### src/rtl/mundo_seq.sv
// World-progression sequencer: synchronises per-world Set flags, requires a steady hold to advance,
// drives a 7-segment world digit and Win. Optional wrong-world error counter via MUNDO_SEQ_ERR_EN.
module mundo_seq #(
  parameter int NUM_MUNDOS  = 4,
  parameter int HOLD_CYCLES = 50000
) (
  input  logic                  clk,
  input  logic                  rst,
  input  logic                  Op,
  input  logic                  Clr,
  input  logic [NUM_MUNDOS-1:0] Set,
  output logic [1:0]            Mundo,
  output logic                  Adv,
  output logic                  Win,
  output logic [6:0]            Seg,
  output logic [3:0]            Err
);

  localparam int CW = $clog2(HOLD_CYCLES + 1);

  typedef enum logic [2:0] {PLAY, HOLD, ADV, REL, WIN} state_t;

  state_t                state_reg, state_next;
  logic [CW-1:0]         cnt_reg, cnt_next;
  logic [1:0]            mundo_reg, mundo_next;
  logic [6:0]            seg_reg, seg_next;
  logic [NUM_MUNDOS-1:0] s_meta_reg, s_reg;
  logic [3:0]            s_ext;
  logic                  cur;
  logic                  any_s;
  logic                  mundo_last;

  // Set is asynchronous to clk: two flops per bit before anything looks at it
  generate
    for (genvar gi = 0; gi < NUM_MUNDOS; gi++) begin : g_sync
      always_ff @(posedge clk or posedge rst) begin
        if (rst) begin
          s_meta_reg[gi] <= 1'b0;
          s_reg[gi]      <= 1'b0;
        end else begin
          s_meta_reg[gi] <= Set[gi];
          s_reg[gi]      <= s_meta_reg[gi];
        end
      end
    end
  endgenerate

  assign s_ext      = 4'(s_reg);
  assign cur        = s_ext[mundo_reg];
  assign any_s      = |s_reg;
  assign mundo_last = (mundo_reg == 2'(NUM_MUNDOS - 1));

  always_comb begin
    state_next = state_reg;
    cnt_next   = cnt_reg;
    mundo_next = mundo_reg;
    if (Clr) begin
      state_next = PLAY;
      cnt_next   = '0;
      mundo_next = 2'd0;
    end else begin
      case (state_reg)
        PLAY: begin
          cnt_next = '0;
          if (cur && !Op) begin
            state_next = HOLD;
            cnt_next   = CW'(1);
          end
        end
        HOLD: begin
          if (Op || !cur) begin
            state_next = PLAY;
            cnt_next   = '0;
          end else if (cnt_reg == CW'(HOLD_CYCLES)) begin
            state_next = ADV;
            cnt_next   = '0;
          end else begin
            cnt_next = cnt_reg + CW'(1);
          end
        end
        ADV: begin
          if (mundo_last) begin
            state_next = WIN;
          end else begin
            mundo_next = mundo_reg + 2'd1;
            state_next = REL;
          end
        end
        // Wait for every flag to drop so a pattern held across the change cannot arm the next world
        REL: begin
          if (!any_s) state_next = PLAY;
        end
        WIN:     state_next = WIN;
        default: state_next = PLAY;
      endcase
    end
  end

  always_comb begin
    seg_next = 7'h79;
    if (state_reg == WIN) begin
      seg_next = 7'h3F;
    end else begin
      case (mundo_reg)
        2'd0: seg_next = 7'h79;
        2'd1: seg_next = 7'h24;
        2'd2: seg_next = 7'h30;
        2'd3: seg_next = 7'h19;
        default: seg_next = 7'h79;
      endcase
    end
  end

  always_ff @(posedge clk or posedge rst) begin
    if (rst) begin
      state_reg <= PLAY;
      cnt_reg   <= '0;
      mundo_reg <= 2'd0;
      seg_reg   <= 7'h79;
    end else begin
      state_reg <= state_next;
      cnt_reg   <= cnt_next;
      mundo_reg <= mundo_next;
      seg_reg   <= seg_next;
    end
  end

  assign Mundo = mundo_reg;
  assign Adv   = (state_reg == ADV);
  assign Win   = (state_reg == WIN);
  assign Seg   = seg_reg;

`ifdef MUNDO_SEQ_ERR_EN
  logic [NUM_MUNDOS-1:0] s_prev_reg;
  logic [3:0]            err_reg;
  logic [3:0]            rise;
  logic                  err_hit;

  // Rising edges on any non-current world; several in one cycle count once
  assign rise    = 4'(s_reg & ~s_prev_reg) & ~(4'b0001 << mundo_reg);
  assign err_hit = (|rise) && ((state_reg == PLAY) || (state_reg == HOLD));

  always_ff @(posedge clk or posedge rst) begin
    if (rst) begin
      s_prev_reg <= '0;
      err_reg    <= 4'h0;
    end else begin
      s_prev_reg <= s_reg;
      if (Clr)
        err_reg <= 4'h0;
      else if (err_hit && (err_reg != 4'hF))
        err_reg <= err_reg + 4'h1;
    end
  end

  assign Err = err_reg;
`else
  assign Err = 4'h0;
`endif

endmodule
### config.mk
export PLATFORM = sky130hd
export DESIGN_NAME = mundo_seq
export DESIGN_NICKNAME = d
export VERILOG_FILES = /design/src/rtl/mundo_seq.sv
export SDC_FILE = /design/constraint.sdc
export NUM_CORES = 1
export LEC_CHECK = 0
export BUFFER_PORTS_ARGS = -buffer_cell sky130_fd_sc_hd__buf_2
export CAP_MARGIN = 5
export CORE_MARGIN = 10
export CORE_UTILIZATION = 35
export CTS_CLUSTER_SIZE = 12
export DETAILED_ROUTE_END_ITERATION = 12
export PLACE_DENSITY = 0.55
export SYNTH_ARGS = -nofsm -noshare
export SYNTH_HDL_FRONTEND = slang
export SYNTH_SLANG_ARGS = --single-unit
### constraint.sdc
create_clock -name clk -period 4.07 [get_ports clk]
set_clock_uncertainty 0.1 [all_clocks]
set_input_delay 0.407 -clock clk [delete_from_list [all_inputs] [get_ports clk]]
set_output_delay 0.407 -clock clk [all_outputs]
set_load 0.01 [all_outputs]
==> run_results.csv, run 1 <==
group,metric,value,unit
critical_path,critPathMaxStageDelay,0.93,ns
die,start_util,36.16,%
placement,gp_congestion,0.8760,
route,avgRoutedWirePerCell,13.58,um
logic_synthesis,synth-edff-count,0,
sta,timing.fmax,424.8,MHz
sta,fin_crit,2.354,ns
sta,rsz0062_at_grt,"false",
die,coreArea,4755,sq um
clocking,clkLatencyLatePin,0.29,ns
placement,dp_hpwl,2451,um
global_route,grt_overflow,0,
logic_synthesis,yosys_register_bits,35,
logic_synthesis,syn_inst,164,
clocking,clockBufferDepth,2,
die,dieArea,8115,sq um
placement,placed_area,1832,sq um
critical_path,crit_chain,"inv_1 -> ha_1 -> nor3b_1 -> nand4_1 -> a41oi_1 -> nor2_1",
logic_synthesis,yosysSeqAreaShare,51.24,%
power_and_ir_drop,pwr_density_cell,400.6,nW/um^2
logic_synthesis,synth_area_leader_cell,"dfrtp_1",
clocking,post_cts_buffers,0,
sta,hold_violations,0,
route,firstDrtPassIters,4,
final_layout,fillers,492,
die,rows,25,
die,die_y,90.09,um
logic_synthesis,syn-cell-area,1719,sq um
sta,hold_slack,0.1013,ns
route,viasPerCell,4.964,
clocking,cts-hold-fix-buffers,0,
power_and_ir_drop,irDropWorstVdd,0.1544,mV
critical_path,worst_ep_arrival_time,2.39,ns
critical_path,slowest_stage,"a41oi_1",
die,ioPinCount,23,
global_route,grt_first_pass_wirelength,5947,um
logic_synthesis,yosys_warnings,0,
sta,period_share,57.83,%
global_route,antenna_found_initial,0,
placement,place_ws,1.706,ns
critical_path,worstSetupPathType,"flip-flop to flip-flop",
critical_path,r2r_end,"cnt_reg[9]",
critical_path,critPathRequiredTime,4.10,ns
route,ant_nets,0,
sta,maxSlewViolCount,0,
critical_path,reg2reg_from,"cnt_reg[0]",
placement,placed_cells,241,
sta,fin_tns_setup,0,ns
run_status,status,"completed",
power_and_ir_drop,leakage,0.7901,nW
logic_synthesis,synth.most_common_cell,"dfrtp_1",
global_route,grt_max_degree,36,
logic_synthesis,synth_top_area_share,45.12,%
power_and_ir_drop,totalPowerFinal,780.9,uW
critical_path,worst-path-buf-inv,1,
logic_synthesis,synth_common_cells,"dfrtp_1 (31), nor2_1 (15), nand2_1 (11)",
logic_synthesis,syn_avg_cell_area,10.48,sq um
die,die_w,90.09,um
global_route,grt_pass1_vias,1272,
global_route,globalRouteTotalUtil,8.743,%
critical_path,reg2reg_slack,1.72,ns
placement,portBuffers,18,
final_layout,antenna_cells,0,
critical_path,crit_fanout,13,
route,wl,3381,um
critical_path,r2r_cells,6,
sta,setup_ws,1.716,ns
final_layout,finalInstanceArea,1949,sq um
hold_path,hold_class,"input port to asynchronous set/reset pin",
sta,worst_slew_pin_slew,1.095,ns
final_layout,fin_util,41.00,%
clocking,root_buffer,"clkbuf_8",
final_layout,largest_reg_flops,16,
critical_path,critPathLaunchType,"flip-flop",
sta,relSlewSlack,26.02,%
critical_path,crit_path_end_kind,"flip-flop",
clocking,ctsResizeCount,0,
flow_run,drv_cap,0,
final_layout,syn2layout_area_growth,13.39,%
clocking,clock-sinks,35,
logic_synthesis,synth.distinct_cells,40,
route,drcViolationCount,0,
logic_synthesis,synth.area.top_cells,"dfrtp_1 (45%), dfstp_2 (6.1%), ha_1 (4.4%), xnor2_1 (3.6%), nor2_1 (3.3%)",
logic_synthesis,async_flop_share,100.0,%
final_layout,drive_gt1_share,19.23,%
route,first_iter_violations,67,
clocking,cts_tree,"yes",
sta,final-setup-viol-count,0,
final_layout,stdcell_count,249,
final_layout,final_nets,195,
route,via_count,1236,
clocking,clk_transition_reported_paths,0.07,ns
clocking,cts_max_level,2,
logic_synthesis,synth_ff_type,"dfrtp_1",
clocking,cts_inserted_buffers,5,
critical_path,path_delay_family,"compound AO/OA/AOI/OAI gates",
[layout make-up]
type                            instances  area (sq um)  area share [%]
Sequential cell                        35         880.8           45.19
Inverter                                9         33.78           1.733
Multi-Input combinational cell        111         735.7           37.74
Clock buffer                            6         82.58           4.236
Clock inverter                          2         35.03           1.797
Timing Repair Buffer                   19         97.59           5.006
Tap cell                               67         83.83           4.300
[worst register-to-register path, delay by kind of cell (launching register included)]
family	cells	cell delay, ns
compound gates	1	0.93
flops	1	0.42
buf+inv	1	0.09
fa+ha+maj	1	0.14
simple gates	3	0.51
[kinds of logic after synthesis]
group,count (synthesis),synth area share (%)
compound gates,24,10.19
xor+xnor,9,4.585
fa+ha+maj,6,4.367
buf+inv,21,6.622
flops,35,51.24
mux,3,1.747
other cells,1,0.2181
simple gates,65,21.03
[report_power, final]
part / internal [mW] / total (mW) / switching, mW
Combinational: 0.0297 / 0.0713 / 0.0416
Clock: 0.198 / 0.328 / 0.130
Sequential: 0.365 / 0.381 / 0.0160
[cells in the final DEF (no fill, tap or decap), types with 2 or more instances in the layout]
master,count
nor3b_1,3
conb_1,4
nor4b_1,3
ha_1,6
dfstp_2,4
o31ai_1,4
clkbuf_8,6
inv_1,9
o32ai_1,2
xor2_1,2
nor4bb_1,3
dfrtp_1,31
nor3_1,3
or3_1,2
buf_2,18
a21oi_1,7
nand4_1,3
or4_1,4
o41ai_1,3
nand3_1,8
nor4_1,2
nand2b_1,4
nand2_1,11
nor2_1,15
mux2i_1,3
xnor2_1,7
[worst max-delay path by stage]
stage	endpoint	slack, ns	startpoint	cells past startpoint
2_1_floorplan	cnt_reg[15]	2.22	cnt_reg[3]	5
3_3_place_gp	cnt_reg[7]	1.72	cnt_reg[0]	6
3_5_place_dp	cnt_reg[4]	1.71	cnt_reg[0]	6
4_1_cts	cnt_reg[4]	1.69	cnt_reg[0]	6
5_1_grt	cnt_reg[4]	1.39	cnt_reg[0]	6
6_report	cnt_reg[9]	1.72	cnt_reg[0]	6
[layer usage]
layer	wire length, um	vias up	global-route usage, %
met2	1592	23	13.86
met3	180	7	3.242
li1	-	607	-
met5	0	-	0
met1	1543	599	9.980
met4	65	0	4.775
Power figures use the tool's default switching activity.
==> run 2: changes to the inputs <==
clock period = 2.4 ns   (was 4.07 ns; I/O delays follow)
==> run 2 against run 1 <==
Non-clock buffer count grew 6. Total power up 57%. Worst hold slack better by 0.056 ns. Core utilization grew 0.82 points. Via count rose by 0.65%. Highest routed layer unchanged. Largest power group unchanged. Die area unchanged. Clock-buffer cell count unchanged. Global-route usage is essentially flat. Sequential share of layout area decreased by 0.88 points. Combinational power grew 82%. Register-to-register slack worse by 1.3 ns. Critical path type unchanged. Sequential power rose by 70%.
==> run_results.csv, run 2 (synthesis results as in run 1) <==
group,metric,value,unit
global_route,antenna_found_initial,0,
sta,relSlewSlack,57.65,%
route,ant_nets,0,
route,firstDrtPassIters,4,
critical_path,cp-startpoint,"cnt_reg[3]",
die,dieArea,8115,sq um
sta,worst_slew_pin_slew,0.6265,ns
final_layout,fillers,484,
sta,maxSlewViolCount,0,
flow_run,drv_cap,0,
global_route,grt_overflow,0,
critical_path,reg2reg_slack,0.39,ns
die,die_y,90.09,um
hold_path,hold_class,"input port to flip-flop",
route,avgRoutedWirePerCell,13.12,um
sta,rsz0062_at_grt,"false",
final_layout,syn2layout_area_growth,15.65,%
sta,fin_tns_setup,0,ns
clocking,clockBufferDepth,2,
final_layout,antenna_cells,0,
critical_path,r2r_cells,4,
final_layout,layout_commonest_cell,"dfrtp_1",
route,first_iter_violations,57,
route,viasPerCell,4.878,
clocking,cts_tree,"yes",
critical_path,crit_fanout,10,
critical_path,worstSetupPathType,"flip-flop to flip-flop",
die,rows,25,
sta,final-setup-viol-count,0,
route,drcViolationCount,0,
clocking,clock-sinks,35,
placement,gp_congestion,0.8018,
route,wl,3345,um
sta,period_share,83.54,%
global_route,grt_pass1_vias,1319,
global_route,grt_max_degree,36,
final_layout,layout_common_cells,"dfrtp_1 (31), buf_2 (18), nor2_1 (15), nand2_1 (11), inv_1 (9)",
sta,fin_crit,2.005,ns
final_layout,final_nets,201,
clocking,clk_transition_reported_paths,0.07,ns
placement,portBuffers,18,
die,start_util,36.16,%
global_route,grt_first_pass_wirelength,6003,um
sta,hold_violations,0,
placement,dp_hpwl,2385,um
hold_path,hold_path_end,"state_reg[2]",
die,coreArea,4755,sq um
critical_path,reg2reg_from,"cnt_reg[3]",
placement,place_ws,0.4166,ns
clocking,cts_inserted_buffers,5,
hold_path,hold_depth,2,
final_layout,drive_gt1_share,19.15,%
route,via_count,1244,
critical_path,critPathRequiredTime,2.51,ns
final_layout,largest_reg_flops,16,
clocking,ctsResizeCount,0,
hold_path,hp-start,"Clr",
sta,timing.fmax,498.7,MHz
critical_path,r2r_end,"cnt_reg[13]",
power_and_ir_drop,pwr_density_cell,615.5,nW/um^2
critical_path,crit_path_end_kind,"flip-flop",
die,ioPinCount,23,
run_status,status,"completed",
final_layout,fin_util,41.82,%
clocking,clkLatencyLatePin,0.29,ns
clocking,root_buffer,"clkbuf_8",
power_and_ir_drop,irDropWorstVdd,0.3560,mV
global_route,globalRouteTotalUtil,8.738,%
power_and_ir_drop,leakage,0.8014,nW
sta,setup_ws,0.3950,ns
critical_path,worst_ep_arrival_time,2.12,ns
critical_path,critPathLaunchType,"flip-flop",
die,die_w,90.09,um
clocking,post_cts_buffers,0,
clocking,cts_max_level,2,
-- run 2: timing repair --
item | CTS | global route
hold buffers | 5 | 0
hold endpoints to repair | 35 | 0
endpoints found under the setup margin | 0 | 0
-- run 2: worst max path at each step --
| stage | slack, ns | endpoint | depth (start not counted) |
|---|---|---|---|
| global placement | 0.50 | cnt_reg[15] | 4 |
| floorplan | 0.55 | cnt_reg[15] | 5 |
| finish | 0.39 | cnt_reg[13] | 4 |
| CTS | 0.40 | cnt_reg[13] | 4 |
| detailed placement | 0.42 | cnt_reg[13] | 4 |
| global route | 0.29 | cnt_reg[13] | 4 |
-- run 2: critical path: stages, from the launching register on --
cell	delay, ns
dfrtp_1	0.43
nand4_2	0.18
or3_1	0.52
or4_1	0.55
a21oi_1	0.15
-- run 2: area by class of cell --
| cell class | count | area [sq um] | share of cell area, % |
|---|---|---|---|
| sequential | 35 | 880.8 | 44.30 |
| multi-input combinational | 111 | 735.7 | 37.00 |
| timing repair buffer | 25 | 155.1 | 7.804 |
| tap | 67 | 83.83 | 4.216 |
| clock buffer | 6 | 82.58 | 4.154 |
| inverter | 9 | 33.78 | 1.699 |
| clock inverter | 2 | 16.27 | 0.8181 |
-- run 2: metrics by stage --
| stage | power, mW | cells | area [sq um] | hold slack [ns] |
|---|---|---|---|---|
| 5_1_grt | 1.293 | 255 | 1988 | 0.1743 |
| 6_report | 1.224 | 255 | 1988 | 0.1578 |
| 3_3_place_gp | 0.7787 | 242 | 1839 | 0.2316 |
| 2_1_floorplan | 0.7525 | 167 | 1730 | 0.1714 |
| 4_1_cts | 1.246 | 255 | 1988 | 0.1414 |
| 3_5_place_dp | 0.7826 | 242 | 1839 | 0.2347 |
-- run 2: per-layer routing --
layer  up-vias  global-route usage (%)  wire (um)
li1        620                       -          -
met1       593                   9.278       1490
met2        25                   14.77       1622
met3         6                   3.159        173
met4         0                   4.775         59
met5         -                       0          0
-- run 2: power breakdown --
group	leakage, nW	switching, mW	internal [mW]
clock network	0.0474	0.214	0.234
logic	0.300	0.0724	0.0574
registers	0.454	0.0263	0.619
total	0.801	0.313	0.911
==> run 3: changes to the inputs <==
ABC_AREA = 1   (was not set)
PLACE_DENSITY = 0.57   (was 0.55)
clock period = 1.7 ns   (was 2.4 ns; I/O delays follow)
==> run 3 against run 2 <==
Combinational power rose to 2.5 times the previous value. Clock power rose by 96%. Routed wire length rose by 2.2%. Worst hold slack got worse by 0.079 ns. Critical path depth rose by 5. Highest routed layer unchanged.
==> run_results.csv, run 3 <==
group,metric,value,unit
sta,rsz0062_at_grt,"false",
placement,placed_area,2013,sq um
critical_path,worstSetupPathType,"flip-flop to flip-flop",
route,viasPerCell,4.368,
final_layout,drive_gt1_share,25.81,%
power_and_ir_drop,pwr_density_cell,973.4,nW/um^2
route,firstDrtPassIters,5,
final_layout,fin_util,43.17,%
clocking,cts_max_level,2,
clocking,cts_inserted_buffers,5,
die,rows,26,
clocking,clockBufferDepth,2,
global_route,grt_overflow,0,
power_and_ir_drop,pwr-share-comb,15.3,%
clocking,clkLatencyLatePin,0.29,ns
route,wl,3418,um
placement,place_ws,0.09972,ns
logic_synthesis,synth-edff-count,0,
route,drcViolationCount,0,
logic_synthesis,syn_avg_cell_area,8.537,sq um
die,die_y,92.42,um
run_status,status,"completed",
power_and_ir_drop,leakage,1.026,nW
placement,gp_congestion,0.7835,
sta,period_share,90.39,%
sta,hold_violations,0,
critical_path,critPathRequiredTime,1.83,ns
final_layout,largest_reg_flops,16,
critical_path,critPathLaunchType,"flip-flop",
placement,dp_hpwl,2619,um
die,start_util,35.94,%
global_route,globalRouteTotalUtil,8.597,%
sta,timing.fmax,650.7,MHz
clocking,clock-sinks,35,
power_and_ir_drop,p_sw,548.3,uW
final_layout,regArea,882.1,sq um
sta,fin_crit,1.537,ns
placement,portBuffers,18,
die,coreArea,5107,sq um
power_and_ir_drop,seqPwrFrac,43.7,%
final_layout,layout_common_cells,"nand2_1 (42), inv_1 (31), dfrtp_1 (30), nor2_1 (19), buf_2 (18)",
power_and_ir_drop,power_frac_clock,41.0,%
critical_path,worst_ep_arrival_time,1.67,ns
die,dieArea,8541,sq um
power_and_ir_drop,p_sw_share,25.55,%
logic_synthesis,synth_ff_type,"dfrtp_1",
hold_path,hold_class,"input port to flip-flop",
logic_synthesis,syn-cell-area,1836,sq um
power_and_ir_drop,p_int,1.598,mW
clocking,clk_transition_reported_paths,0.07,ns
logic_synthesis,synth.area.top_cells,"dfrtp_1 (42%), nand2_1 (8.6%), inv_1 (6.3%), dfstp_2 (5.7%), nand3_1 (4.4%)",
critical_path,crit_fanout,4,
final_layout,layout_commonest_cell,"nand2_1",
sta,maxSlewViolCount,0,
final_layout,fillers,515,
logic_synthesis,synth_area_leader_cell,"dfrtp_1",
global_route,antenna_found_initial,0,
sta,fin_tns_setup,0,ns
sta,hold_slack,0.07836,ns
final_layout,finalInstanceArea,2205,sq um
clocking,post_cts_buffers,0,
route,via_count,1389,
global_route,grt_pass1_vias,1371,
flow_run,drv_cap,0,
logic_synthesis,yosys_register_bits,35,
final_layout,antenna_cells,0,
critical_path,crit_path_end_kind,"flip-flop",
logic_synthesis,synth.most_common_cell,"nand2_1",
sta,final-setup-viol-count,0,
final_layout,multi_input_area,787.0,sq um
logic_synthesis,yosys_warnings,0,
logic_synthesis,async_flop_share,100.0,%
route,first_iter_violations,91,
logic_synthesis,yosysSeqAreaShare,47.99,%
final_layout,stdcell_count,318,
global_route,grt_max_degree,36,
power_and_ir_drop,irDropWorstVdd,0.5206,mV
sta,setup_ws,0.1633,ns
route,avgRoutedWirePerCell,10.75,um
power_and_ir_drop,totalPowerFinal,2.146,mW
logic_synthesis,synth_top_area_share,42.26,%
die,ioPinCount,23,
final_layout,syn2layout_area_growth,20.11,%
clocking,root_buffer,"clkbuf_8",
logic_synthesis,syn_inst,215,
logic_synthesis,synth.distinct_cells,25,
global_route,grt_first_pass_wirelength,5954,um
logic_synthesis,synth_common_cells,"nand2_1 (42), dfrtp_1 (31), inv_1 (31)",
clocking,cts_tree,"yes",
final_layout,final_nets,261,
placement,placed_cells,305,
route,ant_nets,0,
die,die_w,92.42,um
run 3: changes by cell type after synthesis, moves of 5 or more:
cell,change
xor2_1,+5
nand4_1,+5
inv_1,+22
nor2_4,+5
nand2_1,+31
nor2_2,+12
inv_2,+5
xnor2_1,-5
nand3_1,+8
run 3: path summary, 6_finish.rpt:
path	startpoint	endpoint	slack [ns]	cells past startpoint
worst max-delay path	state_reg[2]	state_reg[1]	0.16	9
worst min-delay path	Clr	state_reg[2]	0.08	2
worst max register to register	state_reg[2]	state_reg[1]	0.16	9
worst min register to register	s_meta_reg[0]	s_ext[0]	0.25	0
max in group asynchronous	rst	Seg[5]	0.75	4
min in group asynchronous	rst	s_meta_reg[2]	0.42	4
run 3: area by class of cell:
type                    count  area share, %
well taps                  70          3.973
clock buffers               6          3.292
repair buffers             28          8.059
multi-input cells         141          35.70
inverters                  36          6.243
flip-flops and latches     35          40.01
clock inverters             2          2.724
run 3: cells by family after synthesis:
family	synth area share, %
AO/OA/AOI/OAI	2.454
buffers and inverters	10.02
AND/OR/NAND/NOR	30.95
adder cells (fa/ha/maj)	4.090
XOR/XNOR	4.295
other	0.2043
flip-flops	47.99
run 3: routing by layer:
metal | share of wire (%) | global-route usage [%]
met3 | 5.1 | 2.906
met1 | 43 | 9.510
met2 | 50 | 14.24
met5 | 0 | 0
met4 | 2.1 | 4.756
run 3: power by group through the flow:
stage | clock network [mW] | logic (mW) | registers [mW]
2_1_floorplan | 0 | 0.239 | 0.957
3_3_place_gp | 0 | 0.324 | 0.951
3_5_place_dp | 0 | 0.323 | 0.953
4_1_cts | 0.903 | 0.333 | 0.939
5_1_grt | 0.938 | 0.374 | 0.948
6_report | 0.880 | 0.328 | 0.938
run 3: what timing repair did:
| action | in CTS | in global routing |
|---|---|---|
| endpoints found under the setup margin | 1 | 13 |
| endpoints found under the hold margin | 35 | 0 |
| hold buffers | 5 | 0 |
| resized for setup | 1 | 3 |
run 3: critical path: stages (launching register included):
cell and delay (ns):
dfrtp_1 0.41, inv_1 0.09, nand2_1 0.09, nor2_2 0.14, inv_1 0.05, nor2_1 0.19
inv_1 0.11, a21oi_1 0.16, nand3_1 0.08, nand2_1 0.06
